===== src/rtl/memory_utils_pkg.sv =====
`default_nettype none
// ============================================================================
// Package     : memory_utils
// Description : Machine word type shared by the datapath blocks.
// Revision    : 1.0 - initial release
// ============================================================================
package memory_utils;

    localparam int WORD_W = 12;

    typedef logic [WORD_W-1:0] word;

endpackage
`default_nettype wire


===== src/rtl/micro_op_executor_pkg.sv =====
`default_nettype none
// ============================================================================
// Package     : micro_op_executor_pkg
// Description : Operate-instruction bit positions, sequencer states and helpers.
// Revision    : 1.0 - initial release
// ============================================================================
package micro_op_executor_pkg;

    typedef enum logic [3:0] {
        IDLE    = 4'd0,
        S1      = 4'd1,
        S2      = 4'd2,
        S3      = 4'd3,
        S4      = 4'd4,
        ROT2    = 4'd5,
        G2_SKIP = 4'd6,
        G2_OPS  = 4'd7,
        G3      = 4'd8,
        DONE    = 4'd9
    } state_e;

    typedef enum logic [1:0] {
        GRP1 = 2'd0,
        GRP2 = 2'd1,
        GRP3 = 2'd2
    } grp_e;

    // Positions shared by all groups
    localparam int c_BIT_GRP = 8;
    localparam int c_BIT_CLA = 7;
    localparam int c_BIT_SUB = 0;

    // Group 1
    localparam int c_BIT_CLL = 6;
    localparam int c_BIT_CMA = 5;
    localparam int c_BIT_CML = 4;
    localparam int c_BIT_RAR = 3;
    localparam int c_BIT_RAL = 2;
    localparam int c_BIT_BSW = 1;
    localparam int c_BIT_IAC = 0;

    // Group 2
    localparam int c_BIT_SMA = 6;
    localparam int c_BIT_SZA = 5;
    localparam int c_BIT_SNL = 4;
    localparam int c_BIT_AND = 3;
    localparam int c_BIT_OSR = 2;
    localparam int c_BIT_HLT = 1;

    function automatic grp_e decode_group(input logic [8:0] ir);
        if (!ir[c_BIT_GRP])
            return GRP1;
        else if (!ir[c_BIT_SUB])
            return GRP2;
        else
            return GRP3;
    endfunction

    // One-place rotate of the 13-bit {L, AC} ring
    function automatic logic [12:0] rot13(input logic [12:0] v, input logic right);
        if (right)
            return {v[0], v[12:1]};
        else
            return {v[11:0], v[12]};
    endfunction

endpackage
`default_nettype wire


===== src/rtl/micro_op_executor_skip_eval.sv =====
`default_nettype none
// ============================================================================
// Module      : micro_skip_eval
// Description : Combinational group-2 skip condition (OR and AND forms).
// Revision    : 1.0 - initial release
// ============================================================================
module micro_skip_eval
    import memory_utils::*;
(
    input  logic sma_i,
    input  logic sza_i,
    input  logic snl_i,
    input  logic and_sel_i,
    input  word  ac_i,
    input  logic l_i,
    output logic skip_o
);

    logic w_or_cond;
    logic w_and_cond;

    always_comb begin
        w_or_cond  = (sma_i & ac_i[WORD_W-1])
                   | (sza_i & (ac_i == '0))
                   | (snl_i & l_i);
        w_and_cond = (~sma_i | ~ac_i[WORD_W-1])
                   & (~sza_i | (ac_i != '0))
                   & (~snl_i | ~l_i);
        skip_o     = and_sel_i ? w_and_cond : w_or_cond;
    end

endmodule
`default_nettype wire


===== src/rtl/micro_op_executor.sv =====
`default_nettype none
// ============================================================================
// Module      : micro_op_executor
// Description : Multi-cycle sequencer for operate-class micro-instructions.
// Revision    : 1.0 - initial release
// ============================================================================
module micro_op_executor
    import memory_utils::*, micro_op_executor_pkg::*;
(
    input  logic       clk,
    input  logic       reset,
    input  logic       start,
    output logic       ready,
    input  logic [8:0] i_reg,
    input  word        ac_in,
    input  logic       l_in,
    input  word        sr,
    output word        ac_out,
    output logic       l_out,
    output logic       skip,
    output logic       done,
    output logic       halt,
    output logic       unsupported
);

    state_e      state_q, state_d;
    logic [8:0]  ir_q;
    word         sr_q;
    word         ac_q, ac_d;
    logic        l_q, l_d;
    word         ac_out_q;
    logic        l_out_q;
    logic        skip_q;
    logic        skip_eval_q;
    logic        halt_q;
    logic        unsup_q;

    logic        w_accept;
    logic        w_skip;
    logic        w_rot_one;
    grp_e        w_grp;
    grp_e        w_in_grp;
    logic [12:0] w_rot;

    assign w_accept  = (state_q == IDLE) && start;
    assign w_grp     = decode_group(ir_q);
    assign w_in_grp  = decode_group(i_reg);
    assign w_rot     = rot13({l_q, ac_q}, ir_q[c_BIT_RAR]);
    assign w_rot_one = ir_q[c_BIT_RAR] ^ ir_q[c_BIT_RAL];

    micro_skip_eval u_skip_eval (
        .sma_i     (ir_q[c_BIT_SMA]),
        .sza_i     (ir_q[c_BIT_SZA]),
        .snl_i     (ir_q[c_BIT_SNL]),
        .and_sel_i (ir_q[c_BIT_AND]),
        .ac_i      (ac_q),
        .l_i       (l_q),
        .skip_o    (w_skip)
    );

    // State register
    always_ff @(posedge clk) begin
        if (reset)
            state_q <= IDLE;
        else
            state_q <= state_d;
    end

    // Next-state logic
    always_comb begin
        state_d = state_q;
        case (state_q)
            IDLE: begin
                if (start) begin
                    case (w_in_grp)
                        GRP1:    state_d = S1;
                        GRP2:    state_d = G2_SKIP;
                        default: state_d = G3;
                    endcase
                end
            end
            S1:      state_d = S2;
            S2:      state_d = S3;
            S3:      state_d = S4;
            S4:      state_d = (w_rot_one && ir_q[c_BIT_BSW]) ? ROT2 : DONE;
            ROT2:    state_d = DONE;
            G2_SKIP: state_d = G2_OPS;
            G2_OPS:  state_d = DONE;
            G3:      state_d = DONE;
            DONE:    state_d = IDLE;
            default: state_d = IDLE;
        endcase
    end

    // Output logic
    always_comb begin
        ready = (state_q == IDLE);
        done  = (state_q == DONE);
    end

    // Working AC/L datapath
    always_comb begin
        ac_d = ac_q;
        l_d  = l_q;
        case (state_q)
            IDLE: begin
                if (start) begin
                    ac_d = ac_in;
                    l_d  = l_in;
                end
            end
            S1: begin
                if (ir_q[c_BIT_CLA]) ac_d = '0;
                if (ir_q[c_BIT_CLL]) l_d  = 1'b0;
            end
            S2: begin
                if (ir_q[c_BIT_CMA]) ac_d = ~ac_q;
                if (ir_q[c_BIT_CML]) l_d  = ~l_q;
            end
            S3: begin
                if (ir_q[c_BIT_IAC]) {l_d, ac_d} = {l_q, ac_q} + 13'd1;
            end
            S4: begin
                if (w_rot_one)
                    {l_d, ac_d} = w_rot;
                else if (!ir_q[c_BIT_RAR] && ir_q[c_BIT_BSW])
                    ac_d = {ac_q[5:0], ac_q[11:6]};
            end
            ROT2: {l_d, ac_d} = w_rot;
            G2_OPS: begin
                if (ir_q[c_BIT_CLA]) ac_d = '0;
                if (ir_q[c_BIT_OSR]) ac_d = ac_d | sr_q;
            end
            G3: begin
                if (ir_q[c_BIT_CLA]) ac_d = '0;
            end
            default: ;
        endcase
    end

    // Operand capture and result registers; results load on entry to DONE
    always_ff @(posedge clk) begin
        if (reset) begin
            ir_q        <= '0;
            sr_q        <= '0;
            ac_q        <= '0;
            l_q         <= 1'b0;
            ac_out_q    <= '0;
            l_out_q     <= 1'b0;
            skip_q      <= 1'b0;
            skip_eval_q <= 1'b0;
            halt_q      <= 1'b0;
            unsup_q     <= 1'b0;
        end else begin
            ac_q <= ac_d;
            l_q  <= l_d;
            if (w_accept) begin
                ir_q    <= i_reg;
                sr_q    <= sr;
                halt_q  <= 1'b0;
                unsup_q <= 1'b0;
            end
            if (state_q == G2_SKIP)
                skip_eval_q <= w_skip;
            if (state_d == DONE) begin
                ac_out_q <= ac_d;
                l_out_q  <= l_d;
                skip_q   <= (w_grp == GRP2) && skip_eval_q;
                halt_q   <= (w_grp == GRP2) && ir_q[c_BIT_HLT];
                unsup_q  <= (w_grp == GRP3) && (ir_q[6:1] != 6'd0);
            end
        end
    end

    assign ac_out      = ac_out_q;
    assign l_out       = l_out_q;
    assign skip        = skip_q;
    assign halt        = halt_q;
    assign unsupported = unsup_q;

endmodule
`default_nettype wire

===== config.mk =====
export PLATFORM = sky130hd
export DESIGN_NAME = micro_op_executor
export DESIGN_NICKNAME = d
export VERILOG_FILES = /design/src/rtl/memory_utils_pkg.sv /design/src/rtl/micro_op_executor_pkg.sv /design/src/rtl/micro_op_executor_skip_eval.sv /design/src/rtl/micro_op_executor.sv
export SDC_FILE = /design/constraint.sdc
export NUM_CORES = 1
export LEC_CHECK = 0
export ABC_AREA = 1
export CORE_MARGIN = 2
export CORE_UTILIZATION = 56
export CTS_CLUSTER_SIZE = 24
export DETAILED_ROUTE_END_ITERATION = 8
export PLACE_DENSITY = 0.79
export RECOVER_POWER = 25
export REMOVE_ABC_BUFFERS = 1
export SYNTH_ARGS = -nofsm -noshare
export SYNTH_HDL_FRONTEND = slang
export SYNTH_SLANG_ARGS = --single-unit

===== constraint.sdc =====
create_clock -name clk -period 2.1 [get_ports clk]
set_clock_uncertainty 0.1 [all_clocks]
set_input_delay 0.21 -clock clk [delete_from_list [all_inputs] [get_ports clk]]
set_output_delay 0.21 -clock clk [all_outputs]
set_load 0.02 [all_outputs]

==> flow_summary.json <==
{
  "cts.path.max_buffers": 2,
  "cts_root_buf": "clkbuf_8",
  "finalSetupTns_ps": 0,
  "netlist_instances": 701,
  "dieArea_um2": 7820,
  "slew_headroom_pct": 49.8,
  "core_um2": 6830,
  "totalWireLength_mm": 13.2,
  "hold_violations": 0,
  "met1_length_mm": 5.57,
  "numClockSinks": 55,
  "utilization_pct": 69.7,
  "post_drt_wl_per_cell_um": 15.6,
  "dpl.hpwl_mm": 9.75,
  "cts_setup_buffers": 0,
  "cap_violations": 0,
  "arrival_ps": 1660,
  "hold_path_class": "input pin to flop",
  "ir_worst_vdd_mv": 0.595,
  "cts_tree": "built",
  "worstSkewPairLatency_ps": 320,
  "numPortBuffers": 54,
  "worstSetupStartpointType": "flop",
  "power_density_nw_per_um2": 1140,
  "period_share_pct": 93.6,
  "rsz0062_at_grt": "false",
  "critPathMaxStageDelay_ps": 380,
  "ys_top_cells_by_area": "dfxtp_1, nand2_1, nand3_1",
  "ant_nets": 0,
  "final_nets": 789,
  "io_pins": 55,
  "place.gp.congestion": 1.01,
  "period_minus_slack_ps": 1970,
  "num_vias": 4784,
  "grt_max_degree": 42,
  "antenna_found_initial": 0,
  "track_usage_pct": 35.5,
  "ys_seq_area_share_pct": 27.6,
  "placementRows": 30,
  "avgViaCountPerCell": 5.65,
  "drive_above_1_share_pct": 8.80,
  "grt_pass1_wl_mm": 21.7,
  "slowest_stage": "dfxtp_1",
  "dr_wl_met3_mm": 1.19,
  "drc": 0,
  "numCtsBuffers": 5,
  "critPathTopFamily": "buffers and inverters",
  "area_delta_synth_final_pct": 19.2,
  "highest_layer": "met4",
  "drv_slew": 0,
  "synth_area_leader_cell": "dfxtp_1",
  "dr.pass1.iters": 5,
  "ys_warn_count": 0,
  "status": "completed",
  "die-height_um": 88.5,
  "synth.avg_cell_area_um2": 5.70,
  "synthesis.area_um2": 3990,
  "setup_viol_count_final": 0,
  "first_iter_violations": 515,
  "power.leakage_uw": 0.00217,
  "initial_core_util_pct": 58.5,
  "cp_cell_sequence": "inv_2 -> nand2_1 -> nor2_2 -> buf_4 -> dlygate4sd2_1",
  "n_antenna_cell": 0,
  "worstSetupPathType": "flop to output port",
  "cp.required_ps": 1790,
  "grt_pass1_vias": 4455,
  "fmax_mhz": 509,
  "htreeDepth": 2,
  "die_w_um": 88.5,
  "path_buf_inv": 3,
  "worst_pin_slew_ps": 753,
  "power_uw": 5450,
  "ys_types": 30,
  "dr_wl_met2_mm": 6.11,
  "synth_top_area_share_pct": 27.6,
  "clkTransAtPathRegs_ps": 110,
  "gr-total-overflow": 0,
  "synth-seq-cells": 55,
  "critPathMaxFanout": 19,
  "critPathCaptureType": "output port"
}
==> stage by stage <==
stage | std cells | setup WS [ps] | hold slack, ps | area, µm²
floorplan | 655 | -461 | 179 | 3740
global placement | 838 | 236 | 348 | 4680
detailed placement | 838 | 220 | 353 | 4680
CTS | 846 | 155 | 363 | 4760
global route | 846 | 3.65 | 367 | 4760
finish | 846 | 134 | 359 | 4760
==> routing by layer <==
metal | vias up | track usage, %
met1 | 2148 | 47.8
met3 | 37 | 5.69
li1 | 2357 | -
met2 | 242 | 58.1
met5 | - | 0
met4 | 0 | 12.1
==> power breakdown <==
| part | switching [µW] | internal (µW) | total (µW) |
|---|---|---|---|
| Sequential | 365 | 1330 | 1690 |
| Combinational | 2000 | 1160 | 3160 |
| Clock | 365 | 235 | 600 |
==> state kept, by name, summed over array words and instances, names as in the netlist <==
register,count
l_q,1
halt,1
l_out,1
ir_q,9
skip_eval_q,1
ac_out,12
state_q,4
skip,1
ac_q,12
unsupported,1
sr_q,12
==> Yosys cell counts <==
master and n:
o21ai_0 35, inv_2 12, nor2_1 64, buf_2 21, clkbuf_1 14, inv_4 1, nor4_1 2, ha_1 3
or2_0 1, nand3b_1 2, a211oi_1 2, or2_1 4, dfxtp_1 55, nor2_2 7, a21oi_1 44, buf_6 4
a31oi_1 2, nor3_1 2, nand4_1 6, nand2_1 230, buf_1 1, xor2_1 2, or2_2 1, buf_4 6
clkinv_1 1, o21ai_1 28, nand3_2 1, nand3_1 102, nand2_2 3, inv_1 45
==> area by class of cell <==
cell class                 instances  area, µm²
tap                               96        120
multi-input combinational        541       2420
inverter                          59        224
fill                             642       2070
timing repair buffer              87        812
clock inverter                     2       12.5
sequential                        55       1100
clock buffer                       6       72.6
==> path summary, 6_finish.rpt <==
check	endpoint	startpoint	slack (ps)	cells after the start
worst min register to register	sr_q[3]	sr_q[3]	370	2
worst max register to register	state_q[2]	state_q[2]	160	10
worst min-delay path	sr_q[11]	sr[11]	360	3
worst max-delay path	ready	state_q[2]	130	5
==> cells by family after synthesis <==
family	Yosys count	share of synthesized area [%]
XOR/XNOR	2	0.439
AND/OR/NAND/NOR	425	45.1
flip-flops	55	27.6
buffers and inverters	105	11.9
adder cells (fa/ha/maj)	3	0.940
AO/OA/AOI/OAI	111	14.1
==> worst min-delay path, cell delays in order <==
cell             delay, ps
clkdlybuf4s50_1        390
nand3_1                 70
a21oi_1                 60
==> what timing repair did <==
action	4_1_cts	5_1_grt
hold buffers	0	0
gates cloned	0	0
resized for setup	1	1
setup endpoints to repair	1	1
pin swaps	0	0
==> cell usage in the layout, fill, tap and decap left out, drive strengths merged, types with 2 or more instances in the layout <==
cell,instances
nand2,233
nand3,103
nor2,71
o21ai,63
inv,58
dfxtp,55
a21oi,44
clkdlybuf4s50,37
buf,33
dlygate4sd3,16
nand4,6
clkbuf,6
or2,6
ha,3
nor3,2
nand3b,2
xor2,2
a31oi,2
a211oi,2
nor4,2
clkinv,2
No activity file was read; power rests on OpenSTA's default activity.
